`config.mk`:
```
export PLATFORM = sky130hd
export DESIGN_NAME = mem_port_arbiter
export DESIGN_NICKNAME = d
export VERILOG_FILES = /design/src/rtl/mem_port_arbiter.sv
export SDC_FILE = /design/constraint.sdc
export NUM_CORES = 1
export LEC_CHECK = 0
export CORE_AREA = 2 2 108 110
export DETAILED_ROUTE_END_ITERATION = 7
export DIE_AREA = 0 0 110 112
export GPL_TIMING_DRIVEN = 0
export SETUP_SLACK_MARGIN = 0.5
export SLEW_MARGIN = 20
export SYNTH_ARGS = -nofsm -noshare
export SYNTH_HDL_FRONTEND = slang
export SYNTH_SLANG_ARGS = --single-unit
```
`constraint.sdc`:
```
create_clock -name clk -period 2.3 [get_ports clk]
set_input_delay 0.23 -clock clk [delete_from_list [all_inputs] [get_ports clk]]
set_output_delay 0.23 -clock clk [all_outputs]
set_load 0.01 [all_outputs]
```
`src/rtl/mem_port_arbiter.sv`:
```
// mem_port_arbiter
//   Shares one single-port memory between instruction fetch (IF) and data
//   access (MEM). Each transaction runs REQ (until mem_gnt) -> WAIT (until
//   mem_rvalid) -> IDLE. Data accesses win ties so the older MEM-stage
//   instruction never waits on a younger fetch.
//
//   Optional build macro ARB_FAIR_EN: a starve counter lets a waiting fetch
//   win after STARVE_LIMIT consecutive data grants. Undefined = strict data
//   priority with no counter hardware.
//
// Ports
//   clk, rst_n               clock, asynchronous active-low reset
//   if_req/if_addr           fetch request (level) and address
//   if_rdata/if_rvalid       fetch data and one-cycle completion pulse
//   dm_req/we/be/addr/wdata  data request (level), store controls
//   dm_rdata/dm_rvalid       load data and one-cycle completion pulse
//   mem_req/we/be/addr/wdata memory request side
//   mem_gnt/rvalid/rdata     memory accept, response and read data
//   stall_f, stall_m         stall requests to the hazard unit
//   busy                     FSM not in IDLE
module mem_port_arbiter #(
  parameter int unsigned ADDR_W       = 32,
  parameter int unsigned DATA_W       = 32,
  parameter int unsigned STARVE_LIMIT = 4
) (
  input  logic                clk,
  input  logic                rst_n,
  input  logic                if_req,
  input  logic [ADDR_W-1:0]   if_addr,
  output logic [DATA_W-1:0]   if_rdata,
  output logic                if_rvalid,
  input  logic                dm_req,
  input  logic                dm_we,
  input  logic [DATA_W/8-1:0] dm_be,
  input  logic [ADDR_W-1:0]   dm_addr,
  input  logic [DATA_W-1:0]   dm_wdata,
  output logic [DATA_W-1:0]   dm_rdata,
  output logic                dm_rvalid,
  output logic                mem_req,
  output logic                mem_we,
  output logic [DATA_W/8-1:0] mem_be,
  output logic [ADDR_W-1:0]   mem_addr,
  output logic [DATA_W-1:0]   mem_wdata,
  input  logic                mem_gnt,
  input  logic                mem_rvalid,
  input  logic [DATA_W-1:0]   mem_rdata,
  output logic                stall_f,
  output logic                stall_m,
  output logic                busy
);

  if ((STARVE_LIMIT == 0) || (STARVE_LIMIT > 15)) begin : g_bad_starve_limit
    $error("mem_port_arbiter: STARVE_LIMIT must be in 1..15");
  end

  typedef enum logic [2:0] {
    IDLE,
    REQ_I,
    WAIT_I,
    REQ_D,
    WAIT_D
  } state_e;

  state_e state_q, state_d;
  logic   fetch_turn;  // in IDLE, a waiting fetch beats a pending data access

`ifdef ARB_FAIR_EN
  localparam logic [3:0] LIMIT = 4'(STARVE_LIMIT);

  logic [3:0] starve_q, starve_d;

  assign fetch_turn = if_req && (starve_q >= LIMIT);

  // Counts data grants taken while a fetch was waiting; any fetch grant or
  // an IDLE cycle without a fetch pending restarts the count.
  always_comb begin
    starve_d = starve_q;
    if (state_q == IDLE) begin
      if (!if_req) begin
        starve_d = '0;
      end else if (dm_req && !fetch_turn) begin
        starve_d = starve_q + 4'd1;
      end else begin
        starve_d = '0;
      end
    end
  end

  always_ff @(posedge clk or negedge rst_n) begin
    if (!rst_n) begin
      starve_q <= '0;
    end else begin
      starve_q <= starve_d;
    end
  end
`else
  assign fetch_turn = 1'b0;
`endif

  always_ff @(posedge clk or negedge rst_n) begin
    if (!rst_n) begin
      state_q <= IDLE;
    end else begin
      state_q <= state_d;
    end
  end

  // Ownership is carried by the state itself, so the non-owner's inputs
  // cannot reach the memory port until the transaction returns to IDLE.
  always_comb begin
    state_d   = state_q;
    mem_req   = 1'b0;
    mem_we    = 1'b0;
    mem_be    = '0;
    mem_addr  = '0;
    mem_wdata = '0;
    if_rvalid = 1'b0;
    dm_rvalid = 1'b0;
    unique case (state_q)
      IDLE: begin
        if (dm_req && !fetch_turn) begin
          state_d = REQ_D;
        end else if (if_req) begin
          state_d = REQ_I;
        end
      end
      REQ_I: begin
        mem_req  = 1'b1;
        mem_be   = '1;
        mem_addr = if_addr;
        if (mem_gnt) state_d = WAIT_I;
      end
      WAIT_I: begin
        if_rvalid = mem_rvalid;
        if (mem_rvalid) state_d = IDLE;
      end
      REQ_D: begin
        mem_req   = 1'b1;
        mem_we    = dm_we;
        mem_be    = dm_be;
        mem_addr  = dm_addr;
        mem_wdata = dm_wdata;
        if (mem_gnt) state_d = WAIT_D;
      end
      WAIT_D: begin
        dm_rvalid = mem_rvalid;
        if (mem_rvalid) state_d = IDLE;
      end
      default: state_d = IDLE;
    endcase
  end

  // Read data is a gated pass-through so idle cycles present zero.
  assign if_rdata = if_rvalid ? mem_rdata : '0;
  assign dm_rdata = dm_rvalid ? mem_rdata : '0;

  assign stall_f = if_req & ~if_rvalid;
  assign stall_m = dm_req & ~dm_rvalid;
  assign busy    = (state_q != IDLE);

endmodule
```
Word-level counts from Yosys, hierarchy flattened

Cells that the tools add are included.

Bitwise gates (word level): 4
Reduce and logical (&&, ||, !) cells: 5
Equality and inequality tests: 8
Mux-type cells: 15

Operators by type and width:

| operator                                                                 | count |
|---|---|
| 32-bit 2-to-1 mux                                                        | 3 |
| 32-bit case mux with 2 select lines                                      | 1 |
| 3-bit 2-to-1 mux                                                         | 5 |
| 3-bit case mux with 4 select lines                                       | 1 |
| 4-bit case mux with 2 select lines                                       | 1 |
| 3-bit by 2-bit == test with 1-bit output (second input constant)         | 2 |
| 1-bit 2-to-1 mux                                                         | 4 |
| 2-bit inequality test (second input constant)                            | 2 |
| 4-bit AND reduction                                                      | 1 |
| 2-bit OR reduction                                                       | 2 |
| 3-bit by 1-bit == test with 1-bit output (second input constant)         | 1 |
| 3-bit == test (second input constant)                                    | 1 |
| 3-bit logical NOT                                                        | 1 |
| 3-bit inequality test (second input constant)                            | 1 |
| 3-bit nonzero test                                                       | 1 |
| 1-bit bitwise AND                                                        | 2 |
| 2-bit by 1-bit inequality test with 1-bit output (second input constant) | 1 |
| 1-bit inverter                                                           | 2 |

Register bits: 3
Output and inout port bits: 139

Depth between registers and ports, before layout

Depth after elaboration: 4
Mapped depth: 6
Mapped depth without buffers: 3

Least setup slack after synthesis

OpenSTA, ideal clock, no wires.

Kind: register -> output
From: register state_q[0]
To: output if_rdata[22]
Arrival: 1214 ps
Slack: 856 ps
Path buffers: 1
Cell stages (with the launch flop): 4
Cell sequence: dfrtp_1 > nor4b_4 > buf_6 > and2_1

Word-level cells in the longest chain between the ends: 3

Ends and longest elaborated chain:

| item                                     | RTL line | text |
|---|---|---|
| start, declared                          | 64       | `state_e state_q, state_d;` |
| start signal, assigned                   | 104      | `state_q <= state_d;` |
| 3-bit by 2-bit == test with 1-bit output | 119      | `unique case (state_q)` |
| 1-bit 2-to-1 mux                         | 119      |  |
| net if_rvalid                            | 31       | `output logic if_rvalid,` |
| 32-bit 2-to-1 mux                        | 154      | `assign if_rdata = if_rvalid ? mem_rdata : '0;` |
| end, declared                            | 30       | `output logic [DATA_W-1:0] if_rdata,` |

The timed path passes the listed nets, and every way through them passes these cells.

Final worst setup path

From: register state_q[0]
To: output if_rdata[3]

Word-level cells in the longest chain between the ends: 3

Ends and longest elaborated chain:

| item                                     | RTL line |
|---|---|
| 3-bit by 2-bit == test with 1-bit output | 119 |
| 1-bit 2-to-1 mux                         | 119 |
| 32-bit 2-to-1 mux                        | 154 |

No other way between the ends.

==> impl_results.md <==
- Max-Cap Viols: 0
- Die Height: 112 um
- VDD IR max: 299.4 uV
- Multi-input gate area: 0.001388 mm2
- Most frequent cells in the layout: clkdlybuf4s50_1 (137), buf_6 (76), and2_4 (55)
- CTS Sinks: 3
- Synth warnings: 0
- Buf+Inv Stages, Crit Path: 6
- Num CTS Buffers: 3
- Fin crit share: 86.02%
- Mapped Avg Cell Area: 7.174 um2
- CP endpoint kind: output port
- Slew HR: about 70%
- Post-Route WL: around 9500 um
- Crit-path cells: buf_6 > nor4b_4 > buf_4 > buf_6 > buf_6 > buf_6 > and2_4 > buf_6
- Outcome: finished clean
- RSZ-0062 raised after global routing: yes
- Setup TNS: 0 ps
- Final core occ: about 44%
- Fmax achieved: 505.5 MHz
- Arr. time, crit path: 1750 ps
- Ports: 278
- WP data required: 2070 ps
- Kind of critical path: reg -> out
- Die width: 110 um
- Worst skew pair latency: 230 ps
- Tot GR Track Use: 13.21%
- WL/cell: about 14 um
- Largest registers: state_q (3)
- Post-Layout Cell Count: 673
- Mapped Cells: 210
- Largest net degree at the start of global routing: 11
- DR iter-0 viols: 43
- Cts-stage hold buffer count: 0
- Dpl hpwl: approximately 7500 um
- Placed cells: 630
- Critical Path Most Common Cell: buf_6
- # nets final: 669
- DR vias: 2661
- Fillers: between 1000 and 1500
- Clk slew on worst S/H paths: approximately 30 ps
- Synthesis-to-finish area growth: 227.4%
- Crit path time final: a little under 2000 ps
- Cell family with most CP delay: buffers and inverters
- Sequential-to-total area share from yosys stat: 4.983%
- Cell Pwr Density: between 700 and 800 mW/mm2
- Slowest cell on the critical path: dfrtp_2
- Vias per cell: between 3 and 4
- Antenna violations before repair: 1
- Initial core utilization: 13.48%
- Most common cell after layout, fill and taps aside: clkdlybuf4s50_1
- Final count of hold timing violations: 0
- Largest reg by FF count: state_q
- Antenna Nets Post-Route: 0
- Worst min path class: in -> async
- DR pass1 iterations: 3
- Mapped Area: 0.001506 mm2
- Distinct cells, synth: 25
- Port Buffers: approximately 280
- CP startpoint kind: flip-flop
- CP peak stage delay: 430 ps
- CTS root buffer: clkbuf_16
- Skew final: 4.854 ps
- Vias in the first global route: 2560
- CTS H-Tree Depth: 1
- Synth Register Bits: 3
- Placement Cell Area: around 0.0045 mm2
- CTS tree: built
- Max Root-Sink Buffers: 2
- Worst-Margin Slew: 436.4 ps
- Crit Path Max Fanout: 5
- Post-Syn Nets: 349
- Die area: roughly 0.012 mm2
- # setup viols final: 0
- GR Overflow Total: 0
- Core Rows: 39
- Final Max Tran Viols: 0
- Final Wtd Congestion: 0.7305
- Design Area, Final: between 0.004 and 0.005 mm2
- Leakage: 2.439 nW
- DRC errors left: 0
- Share of post-route cells with drive strength above 1: 49.34%
- Largest register FFs: 3
- First-pass GRT wire length: 12700 um
- Register Area: just under 80 um2
- Core Area: approximately 0.011 mm2
[layer usage]
layer  up-vias  global-route usage [%]  wire, um
met1      1169                   12.60      3193
met3        14                   4.215      1130
met2       175                   25.52      4936
li1       1303                       -         -
met4         0                   4.895       192
met5         -                       0         0
[through the flow]
step	power (mW)	setup slack [ps]	hold WS [ps]
finish	3.599	321.6	183.4
CTS	3.342	270.5	186.4
detailed placement	2.838	-170.3	421.9
global placement	2.832	-158.3	423.0
floorplan	1.360	855.7	-65.59
global route	3.830	246.2	189.7
[cell families (layout without fill, tap and decap cells)]
logic type / count (synthesis) / count (layout) / synth area share (%)
and+or+nand+nor: 140 / 140 / 58.39
DFF: 3 / 3 / 4.983
muxes: 32 / 32 / 21.26
AOI/OAI and AO/OA: 9 / 9 / 3.737
other: 0 / 1 / 0
buffers and inverters: 25 / 344 / 11.05
xor gates and xnor gates: 1 / 1 / 0.5815
[power breakdown]
part | switching [mW] | internal (mW) | total (mW)
logic | 1.36 | 1.85 | 3.22
registers | 0.0228 | 0.0788 | 0.102
clock network | 0.0534 | 0.229 | 0.283
total | 1.44 | 2.16 | 3.60
[what timing repair did]
action,CTS,global route
endpoints found under the setup margin,139,128
pin swaps,18,24
setup buffers,17,13
gates cloned,6,2
gates resized for setup,415,215
[cells in the mapped netlist]
master	n	area (um2)
clkbuf_2	3	15.01
a2111oi_0	1	8.760
o21ai_0	1	5.000
and2_1	69	431.7
mux2i_1	32	320.3
nor2_2	2	12.51
and2_2	3	22.52
and2b_1	2	15.01
or3_2	1	7.510
a21o_1	1	7.510
nand2_1	1	3.750
buf_6	7	78.83
nor2_1	33	123.9
or2b_1	1	7.510
xor2_1	1	8.760
dfrtp_1	3	75.07
inv_1	6	22.52
buf_2	7	35.03
buf_4	2	15.01
nor4b_4	1	23.77
a32o_1	1	10.01
and2_4	25	219.0
a21oi_1	5	25.02
and3_1	1	6.260
nand2b_1	1	6.260
[final timing paths]
| check | startpoint | endpoint | slack, ps | cells past startpoint |
|---|---|---|---|---|
| worst min register to register | state_q[2] | state_q[2] | 580 | 1 |
| max in group asynchronous | rst_n | state_q[2] | 1960 | 1 |
| min in group clk | mem_rvalid | state_q[2] | 550 | 3 |
| worst max register to register | state_q[1] | state_q[1] | 690 | 7 |
| worst max-delay path | state_q[0] | if_rdata[3] | 320 | 8 |
| worst min-delay path | rst_n | state_q[0] | 180 | 1 |
[final cells by class]
cell class | count | area share, %
timing repair buffer | 315 | 59.59
multi-input combinational | 182 | 28.13
buffer | 19 | 4.972
tap | 143 | 3.628
clock buffer | 4 | 1.598
sequential | 3 | 1.573
inverter | 6 | 0.4566
antenna | 1 | 0.05074
Power figures use the tool's default switching activity.
